[config.mk]
export PLATFORM = sky130hd
export DESIGN_NAME = sfp_telemetry_framer
export DESIGN_NICKNAME = d
export VERILOG_FILES = /design/src/rtl/sfp_pkg.sv /design/src/rtl/sfp_auto_trig.sv /design/src/rtl/sfp_telemetry_framer.sv
export SDC_FILE = /design/constraint.sdc
export NUM_CORES = 1
export LEC_CHECK = 0
export ABC_AREA = 1
export ABC_CLOCK_PERIOD_IN_PS = 17400
export CORE_MARGIN = 2
export CORE_UTILIZATION = 40
export CTS_CLUSTER_DIAMETER = 120
export DETAILED_ROUTE_END_ITERATION = 8
export PLACE_DENSITY = 0.65
export SYNTH_ARGS = -nofsm -noshare
export SYNTH_HDL_FRONTEND = slang
export SYNTH_SLANG_ARGS = --single-unit
[constraint.sdc]
create_clock -name i_clk -period 17.4 [get_ports i_clk]
set_clock_uncertainty 0.15 [all_clocks]
set_input_delay 2.61 -clock i_clk [delete_from_list [all_inputs] [get_ports i_clk]]
set_output_delay 2.61 -clock i_clk [all_outputs]
set_load 0.02 [all_outputs]
[src/rtl/sfp_pkg.sv]
// Shared definitions for the SFP telemetry framer: FSM states, framing
// constants, header field positions and the payload beat count helper.
package sfp_pkg;

    typedef enum logic [1:0] {
        ST_IDLE,
        ST_HDR,
        ST_PAY,
        ST_TRL
    } state_e;

    localparam logic [15:0] SYNC_WORD_DEFAULT = 16'hA55A;
    localparam logic [15:0] TRAILER_TAG       = 16'hE0F0;

    // Least significant bit of each header field
    localparam int HDR_SYNC_LSB  = 48;
    localparam int HDR_NCH_LSB   = 40;
    localparam int HDR_ID_LSB    = 32;
    localparam int HDR_SEQ_LSB   = 16;
    localparam int HDR_BEATS_LSB = 0;

    // Two 32-bit channels share one 64-bit beat; an odd count leaves a zero pad
    function automatic int payload_beats(input int numCh);
        return (numCh + 1) / 2;
    endfunction

endpackage

[src/rtl/sfp_auto_trig.sv]
// Periodic snapshot tick generator. The counter only runs while enabled and
// sits at zero otherwise, so the first tick after enabling always lands a
// full period later. A period of zero builds no logic at all.
module sfp_auto_trig #(
    parameter int AUTO_PERIOD = 0
) (
    input  logic i_clk,
    input  logic i_rst,
    input  logic i_en,
    output logic o_tick
);

    generate
        if (AUTO_PERIOD == 0) begin : g_off
            logic unusedInputs;
            assign unusedInputs = &{1'b0, i_clk, i_rst, i_en};
            assign o_tick = 1'b0;
        end else begin : g_on
            localparam int CW = (AUTO_PERIOD > 1) ? $clog2(AUTO_PERIOD) : 1;
            localparam logic [CW-1:0] TOP = CW'(AUTO_PERIOD - 1);

            logic [CW-1:0] count_q;

            // Free-running modulo-AUTO_PERIOD count, held at zero while disabled
            always_ff @(posedge i_clk or posedge i_rst) begin
                if (i_rst) begin
                    count_q <= '0;
                end else if (!i_en) begin
                    count_q <= '0;
                end else if (count_q == TOP) begin
                    count_q <= '0;
                end else begin
                    count_q <= count_q + 1'b1;
                end
            end

            assign o_tick = i_en & (count_q == TOP);
        end
    endgenerate

endmodule

[src/rtl/sfp_telemetry_framer.sv]
// Snapshots NUM_CH monitor channels on a trigger and streams them out as one
// framed AXI-Stream packet: header, packed payload, checksum trailer.
// All stream outputs come straight from registers; tvalid is the busy flag.
module sfp_telemetry_framer
    import sfp_pkg::*;
#(
    parameter int          NUM_CH      = 9,
    parameter int          AUTO_PERIOD = 0,
    parameter logic [15:0] SYNC_WORD   = SYNC_WORD_DEFAULT
) (
    input  logic                  i_clk,
    input  logic                  i_rst,
    input  logic                  i_en,
    input  logic [1:0]            i_sfp_id,
    input  logic                  i_trig,
    input  logic [NUM_CH*32-1:0]  i_ch_data,
    output logic [63:0]           m_axis_tdata,
    output logic                  m_axis_tvalid,
    input  logic                  m_axis_tready,
    output logic                  m_axis_tlast,
    output logic                  o_busy,
    output logic [15:0]           o_seq,
    output logic [15:0]           o_drop_cnt
);

    localparam int         P        = payload_beats(NUM_CH);
    localparam logic [7:0] LAST_IDX = 8'(P - 1);

    state_e          state_q;
    logic [P*64-1:0] snap_q;
    logic [31:0]     accSum_q;
    logic [7:0]      beatIdx_q;
    logic [15:0]     seq_q;
    logic [15:0]     drop_q;
    logic [63:0]     tdata_q;
    logic            tlast_q;

    logic            autoTick;
    logic            trig;
    logic [P*64-1:0] chPadded;
    logic [63:0]     header_d;
    logic [63:0]     nextBeat_d;
    logic [31:0]     accSum_d;

    sfp_auto_trig #(
        .AUTO_PERIOD (AUTO_PERIOD)
    ) u_auto_trig (
        .i_clk  (i_clk),
        .i_rst  (i_rst),
        .i_en   (i_en),
        .o_tick (autoTick)
    );

    assign trig = i_en & (i_trig | autoTick);

    // Channel data widened to whole beats so an odd channel count pads with zero
    always_comb begin
        chPadded = '0;
        chPadded[NUM_CH*32-1:0] = i_ch_data;
    end

    // Header assembled from live ID and current sequence at the moment of capture
    always_comb begin
        header_d = '0;
        header_d[HDR_SYNC_LSB  +: 16] = SYNC_WORD;
        header_d[HDR_NCH_LSB   +: 8]  = 8'(NUM_CH);
        header_d[HDR_ID_LSB    +: 2]  = i_sfp_id;
        header_d[HDR_SEQ_LSB   +: 16] = seq_q;
        header_d[HDR_BEATS_LSB +: 16] = 16'(P);
    end

    // Selects the payload beat that follows the one currently on the bus
    always_comb begin
        nextBeat_d = '0;
        for (int j = 0; j < P; j++) begin
            if (int'(beatIdx_q) + 1 == j) begin
                nextBeat_d = snap_q[j*64 +: 64];
            end
        end
    end

    // The beat on the bus is the one being accepted, so it feeds the checksum
    assign accSum_d = accSum_q + tdata_q[31:0] + tdata_q[63:32];

    // Frame sequencer; loads the next beat into the output register on each handshake
    always_ff @(posedge i_clk or posedge i_rst) begin
        if (i_rst) begin
            state_q   <= ST_IDLE;
            snap_q    <= '0;
            accSum_q  <= '0;
            beatIdx_q <= '0;
            seq_q     <= '0;
            tdata_q   <= '0;
            tlast_q   <= 1'b0;
        end else begin
            case (state_q)
                ST_IDLE: begin
                    if (trig) begin
                        snap_q    <= chPadded;
                        accSum_q  <= '0;
                        beatIdx_q <= '0;
                        tdata_q   <= header_d;
                        tlast_q   <= 1'b0;
                        state_q   <= ST_HDR;
                    end
                end
                ST_HDR: begin
                    if (m_axis_tready) begin
                        tdata_q <= snap_q[63:0];
                        state_q <= ST_PAY;
                    end
                end
                ST_PAY: begin
                    if (m_axis_tready) begin
                        accSum_q <= accSum_d;
                        if (beatIdx_q == LAST_IDX) begin
                            tdata_q <= {accSum_d, seq_q, TRAILER_TAG};
                            tlast_q <= 1'b1;
                            state_q <= ST_TRL;
                        end else begin
                            beatIdx_q <= beatIdx_q + 1'b1;
                            tdata_q   <= nextBeat_d;
                        end
                    end
                end
                ST_TRL: begin
                    if (m_axis_tready) begin
                        seq_q   <= seq_q + 1'b1;
                        tdata_q <= '0;
                        tlast_q <= 1'b0;
                        state_q <= ST_IDLE;
                    end
                end
                default: begin
                    state_q <= ST_IDLE;
                end
            endcase
        end
    end

    // Counts triggers that arrive while a frame is in flight, saturating at all-ones
    always_ff @(posedge i_clk or posedge i_rst) begin
        if (i_rst) begin
            drop_q <= '0;
        end else if (trig && (state_q != ST_IDLE) && (drop_q != 16'hFFFF)) begin
            drop_q <= drop_q + 1'b1;
        end
    end

    assign o_busy        = (state_q != ST_IDLE);
    assign m_axis_tvalid = o_busy;
    assign m_axis_tdata  = tdata_q;
    assign m_axis_tlast  = tlast_q;
    assign o_seq         = seq_q;
    assign o_drop_cnt    = drop_q;

endmodule

==> impl_metrics.ini, run 1 <==
[run_status]
status = finished clean

[floorplan]
io_pins = 394
die_y_um = 244
initial_core_util_pct = 40.7
core_um2 = 56600
die_area_um2 = 59500
die_w_um = 244
rows = 87

[final_layout]
finalNetCount = 3414
final_core_util_pct = 51.4
drive_above_1_share_pct = 10.5
seq_area_um2 = 10700
multi_input_area_um2 = 10800
fillers = 5334
areaGrowthSynthToFinish_pct = 26.3

[power_and_ir_drop]
total_power_uw = 5730
leakagePower_uw = 0.0139
p_per_area_nw_per_um2 = 197
ir_drop_mv = 0.105

[clock_network]
tritoncts = yes
cts-resized-gates = 0
h-tree-depth = 2
clk_latency_ns = 0.59
clkTransAtPathRegs_ns = 0.06
cts-buffers-inserted = 48
clockRootBuffer = clkbuf_16
cts_num_sinks = 427
hold_buffers = 0
clock_path_buffers = 3
post-cts-setup-buffers = 0

[timing]
worst_pin_slew_ns = 1.20
timing.max_slew.rel_slack_pct = 19.8
fmax_mhz = 173
hold_violations = 0
rsz0062_at_grt = no
fin_crit_ns = 5.77
setup_violations = 0
fin_crit_sh_pct = 33.1
setup_tns_ns = 0
finalWorstSetupSlack_ns = 11.63
slew_violations = 0
fin_hold_ws_ns = 0.348

[synth]
synth_top_area_share_pct = 46.4
ys_warn_count = 0
synth-compound-area-share_pct = 11.1
synth_fa_ha_area_share_pct = 5.06
synth_edf_count = 0
synth-async-reset-ratio_pct = 100
synthFlopType = dfrtp_1
synth_seq_area_share_pct = 46.4
syn-num-nets = 3090
synth_top_family_by_area = simple AND/OR/NAND/NOR gates
synth_xor_area_share_pct = 1.67
yosysTopAreaCell = dfrtp_1
synth.area.top_cells = dfrtp_1, nand2_1, mux2_2
muxShareOfSynthArea_pct = 8.85
syn_area_um2 = 23000
synthCells = 2721
ys_ff_latch = 427
yosys.area_share.simple_pct = 20.2
synth_area_per_cell_um2 = 8.46
synth.distinct_cells = 46

[global_route]
antenna_found_initial = 6
grt.overflow.total = 0
grt_pass1_wl_um = 127000
grt_pass1_vias = 20400
track_usage_pct = 28.2
grt_max_degree = 213

[drt]
wl_per_cell_um = 22.2
drt_wl_total_um = 85400
met2_length_um = 37500
top_layer = met5
drtPass1Iterations = 5
drc = 0
wl_met3_um = 7580
drt-initial-drc-count = 2198
antenna_left = 0
via_per_inst = 5.43
met1Wirelength_um = 37800
via_count = 20900

[worst_setup_path]
critPathBufInv = 2
cp.depth = 8
end_kind = flop
rr_worst_depth = 18
cpLargestDelayFamily = buffers and inverters
r2r_start = beatIdx_q[1]
cpMaxStageDelayCell = clkinv_1
cp-startpoint = i_trig
worst_setup_path_start_kind = input pin
crit_path_max_incr_delay_ns = 1.09
cp.arrival_ns = 6.05
required_ns = 17.68
critPathKind = input pin to flop
critPathMaxFanout = 34
crit_path_cell_trace = clkdlybuf4s50_1 -> nand2_1 -> nand2_1 -> o21ai_1 -> nor2_1 -> clkinv_1 -> nor2_1 -> o21ai_0

[run]
max_cap_violations = 0

[worst_hold_path]
hold_class = flop to flop
holdPathStages = 1
hp-start = o_seq[14]

[placement]
dpl.hpwl_um = 64300
routabilityCongestion = 0.984
pre_cts_ws_ns = 11.18
io_buffers = 393
## cells in the mapped netlist, types with 2 or more instances
cell type and instances:
nand3b_1 2, o211ai_1 6, o221ai_1 3, buf_6 3
o22ai_1 8, ha_1 42, buf_1 9, or2_1 3
a22o_1 5, a21boi_1 4, nand4_1 40, nor2_4 4
fa_1 32, o21ai_1 21, clkinv_1 3, o21bai_1 3
inv_2 14, nor4_1 4, buf_2 27, inv_1 227
mux2_2 181, nand3_1 142, clkbuf_1 87, a21oi_1 314
xor2_1 27, o21ai_0 109, nor2_1 213, nand2_1 678
a21o_1 9, nor3_1 20, a211oi_1 2, nand2_2 5
nor2_2 5, nand3_2 3, or2_2 2, dfrtp_1 427
buf_4 14, xnor2_1 15
## cell usage in the layout, fill, tap and decap left out, types with 3 or more instances in the layout
cell type / synthesis / layout
nand2_1: 678 / 678
dfrtp_1: 427 / 427
clkdlybuf4s50_1: 0 / 393
a21oi_1: 314 / 314
inv_1: 227 / 226
nor2_1: 213 / 212
mux2_2: 181 / 181
nand3_1: 142 / 141
o21ai_0: 109 / 109
clkbuf_16: 0 / 49
ha_1: 42 / 41
nand4_1: 40 / 40
fa_1: 32 / 32
xor2_1: 27 / 27
o21ai_1: 21 / 21
nor3_1: 20 / 20
buf_4: 14 / 19
xnor2_1: 15 / 15
clkinv_2: 0 / 15
inv_2: 14 / 14
clkbuf_8: 0 / 11
a21o_1: 9 / 9
o22ai_1: 8 / 8
clkbuf_1: 87 / 8
o211ai_1: 6 / 6
diode_2: 0 / 5
a22o_1: 5 / 5
nor2_2: 5 / 5
nand2_2: 5 / 5
nor2_4: 4 / 5
nor4_1: 4 / 4
a21boi_1: 4 / 4
clkinv_1: 3 / 3
o21bai_1: 3 / 3
nand3_2: 3 / 3
or2_1: 3 / 3
o221ai_1: 3 / 3
## cells by family after synthesis
family,after synthesis
compound gates,489
xor+xnor,43
fa+ha+maj,74
buf+inv,384
flops,427
mux,181
simple gates,1123
## metal layers
metal	vias to the layer above	track usage, %
met2	990	42.0
met4	2	9.00
met3	126	5.65
met5	-	0
met1	10200	41.1
li1	9572	-
## registers in the layout (all words and copies together), names as in the netlist
name and cells:
o_seq 16, m_axis_tdata 64, m_axis_tlast 1, state_q 2, beatIdx_q 8, snap_q 288, accSum_q 32, o_drop_cnt 16
## report_power, final
part           switching [uW]  internal [uW]  total [uW]
clock                     428            594        1020
combinational            1850           1040        2900
sequential                365           1440        1810
## layout make-up
cell class                      instances  share of cell area (%)
Tap cell                              756                    3.25
Inverter                              244                    3.18
Clock buffer                           68                    4.84
Multi-Input combinational cell       1910                    37.2
Sequential cell                       427                    36.7
Antenna cell                            5                  0.0430
Timing Repair Buffer                  414                    14.2
Clock inverter                         22                   0.607
## through the flow
stage	cell area, um2	std cells
6_report	29100	3846
5_1_grt	29100	3846
4_1_cts	29100	3841
3_5_place_dp	27500	3751
3_3_place_gp	27500	3751
2_1_floorplan	23000	2721
## path summary, 6_finish.rpt
| kind | slack [ns] | endpoint |
|---|---|---|
| max reg2reg | 12.79 | m_axis_tdata[26] |
| max | 11.63 | beatIdx_q[1] |
| min reg2reg | 0.35 | o_seq[14] |
| min | 0.35 | o_seq[14] |
| min in group asynchronous | 2.39 | o_drop_cnt[5] |
| max in group asynchronous | 12.24 | snap_q[78] |
No activity file was read; power rests on OpenSTA's default activity.
==> inputs of run 2 (changes only) <==
ABC_CLOCK_PERIOD_IN_PS = 5000   (was 17400)
PLACE_DENSITY = 0.67   (was 0.65)
clock period = 5 ns   (was 17.4 ns; I/O delays follow)
==> impl_metrics.ini, run 2 (synthesis results as in run 1) <==
[run_status]
status = finished clean

[clock_network]
clock_path_buffers = 3
tritoncts = yes
post-cts-setup-buffers = 0
clkTransAtPathRegs_ns = 0.06
cts-buffers-inserted = 49
cts_num_sinks = 427
hold_buffers = 0
clk_latency_ns = 0.60
clockRootBuffer = clkbuf_16
h-tree-depth = 2
cts-resized-gates = 0

[worst_setup_path]
r2r_start = m_axis_tdata[15]
required_ns = 4.10
worst_setup_path_start_kind = flop
rr_worst_depth = 14
r2r-end = m_axis_tdata[60]
cp-startpoint = state_q[0]
cp.arrival_ns = 2.87
critPathKind = flop to output pin
r2r_slack_ns = 1.30
end_kind = output pin
critPathMaxFanout = 30
crit_path_end = o_busy

[final_layout]
layout_common_cells = nand2_1, dfrtp_1, clkdlybuf4s50_1, a21oi_1, inv_1
drive_above_1_share_pct = 10.8
stdcell_area_um2 = 29400
areaGrowthSynthToFinish_pct = 27.5
largest_register_ffs = 288
layout_commonest_cell = nand2_1
finalNetCount = 3430
largest-register = snap_q

[drt]
via_per_inst = 5.48
wl_per_cell_um = 23.4
drc = 0
via_count = 21100
antenna_left = 0
drt-initial-drc-count = 2124
drt_wl_total_um = 90100
drtPass1Iterations = 5

[timing]
hold_violations = 0
fin_crit_ns = 3.77
fin_crit_sh_pct = 75.3
worst_pin_slew_ns = 1.00
fmax_mhz = 266
fin_hold_ws_ns = 0.350
slew_violations = 0
setup_violations = 0
timing.max_slew.rel_slack_pct = 32.9
rsz0062_at_grt = no

[placement]
io_buffers = 393
dpl.hpwl_um = 67600
routabilityCongestion = 1.01
place_area_um2 = 27700

[floorplan]
rows = 87
io_pins = 394
die_area_um2 = 59500
core_um2 = 56600
initial_core_util_pct = 40.7
die_y_um = 244
die_w_um = 244

[worst_hold_path]
hold_class = flop to flop

[global_route]
grt_pass1_wl_um = 132000
grt_pass1_vias = 20300
grt.overflow.total = 0
antenna_found_initial = 6
track_usage_pct = 29.8
grt_max_degree = 128

[run]
max_cap_violations = 0

[power_and_ir_drop]
p_per_area_nw_per_um2 = 693
ir_drop_mv = 0.373
leakagePower_uw = 0.0141
==> run 2: area by class of cell <==
class | instances | area (um2)
antenna | 3 | 7.51
clock buffer | 73 | 1460
clock inverter | 17 | 189
fill | 5256 | 27200
inverter | 244 | 920
multi-input combinational | 1910 | 10800
sequential | 427 | 10700
tap | 756 | 946
timing repair buffer | 429 | 4340
==> run 2: per-layer routing <==
metal  GRT usage [%]  part of all wire [%]
met1            43.5                    44
met2            43.7                    43
met3            6.72                   9.5
met4            9.77                   3.3
met5               0                 0.026
==> run 2: worst min-delay path by stage <==
stage / start / depth (start not counted) / to
floorplan: accSum_q[16] / 1 / accSum_q[16]
global placement: accSum_q[31] / 1 / accSum_q[31]
detailed placement: accSum_q[29] / 1 / accSum_q[29]
CTS: accSum_q[29] / 1 / accSum_q[29]
global route: snap_q[83] / 1 / snap_q[83]
finish: accSum_q[16] / 1 / accSum_q[16]
==> run 2: stage by stage <==
stage	utilization (%)	std cells	power (uW)	worst slack, ns	TNS, ns
2_1_floorplan	-	2721	12400	-1.66	-710.28
3_3_place_gp	49.0	3766	16300	1.35	0
3_5_place_dp	49.0	3766	16400	1.40	0
4_1_cts	51.9	3856	20200	1.24	0
5_1_grt	51.9	3859	21600	1.07	0
6_report	51.9	3859	20300	1.23	0
==> run 2: worst max-delay path, stage by stage, from the launching register on <==
cell,delay [ns]
dfrtp_1,0.40
inv_1,0.11
ha_1,0.45
buf_4,0.39
inv_1,0.29
clkdlybuf4s50_1,0.62
==> run 2: power by group <==
group	internal, uW	switching, uW	total (uW)
clock	2170	1530	3700
combinational	3710	6500	10200
sequential	5030	1400	6420
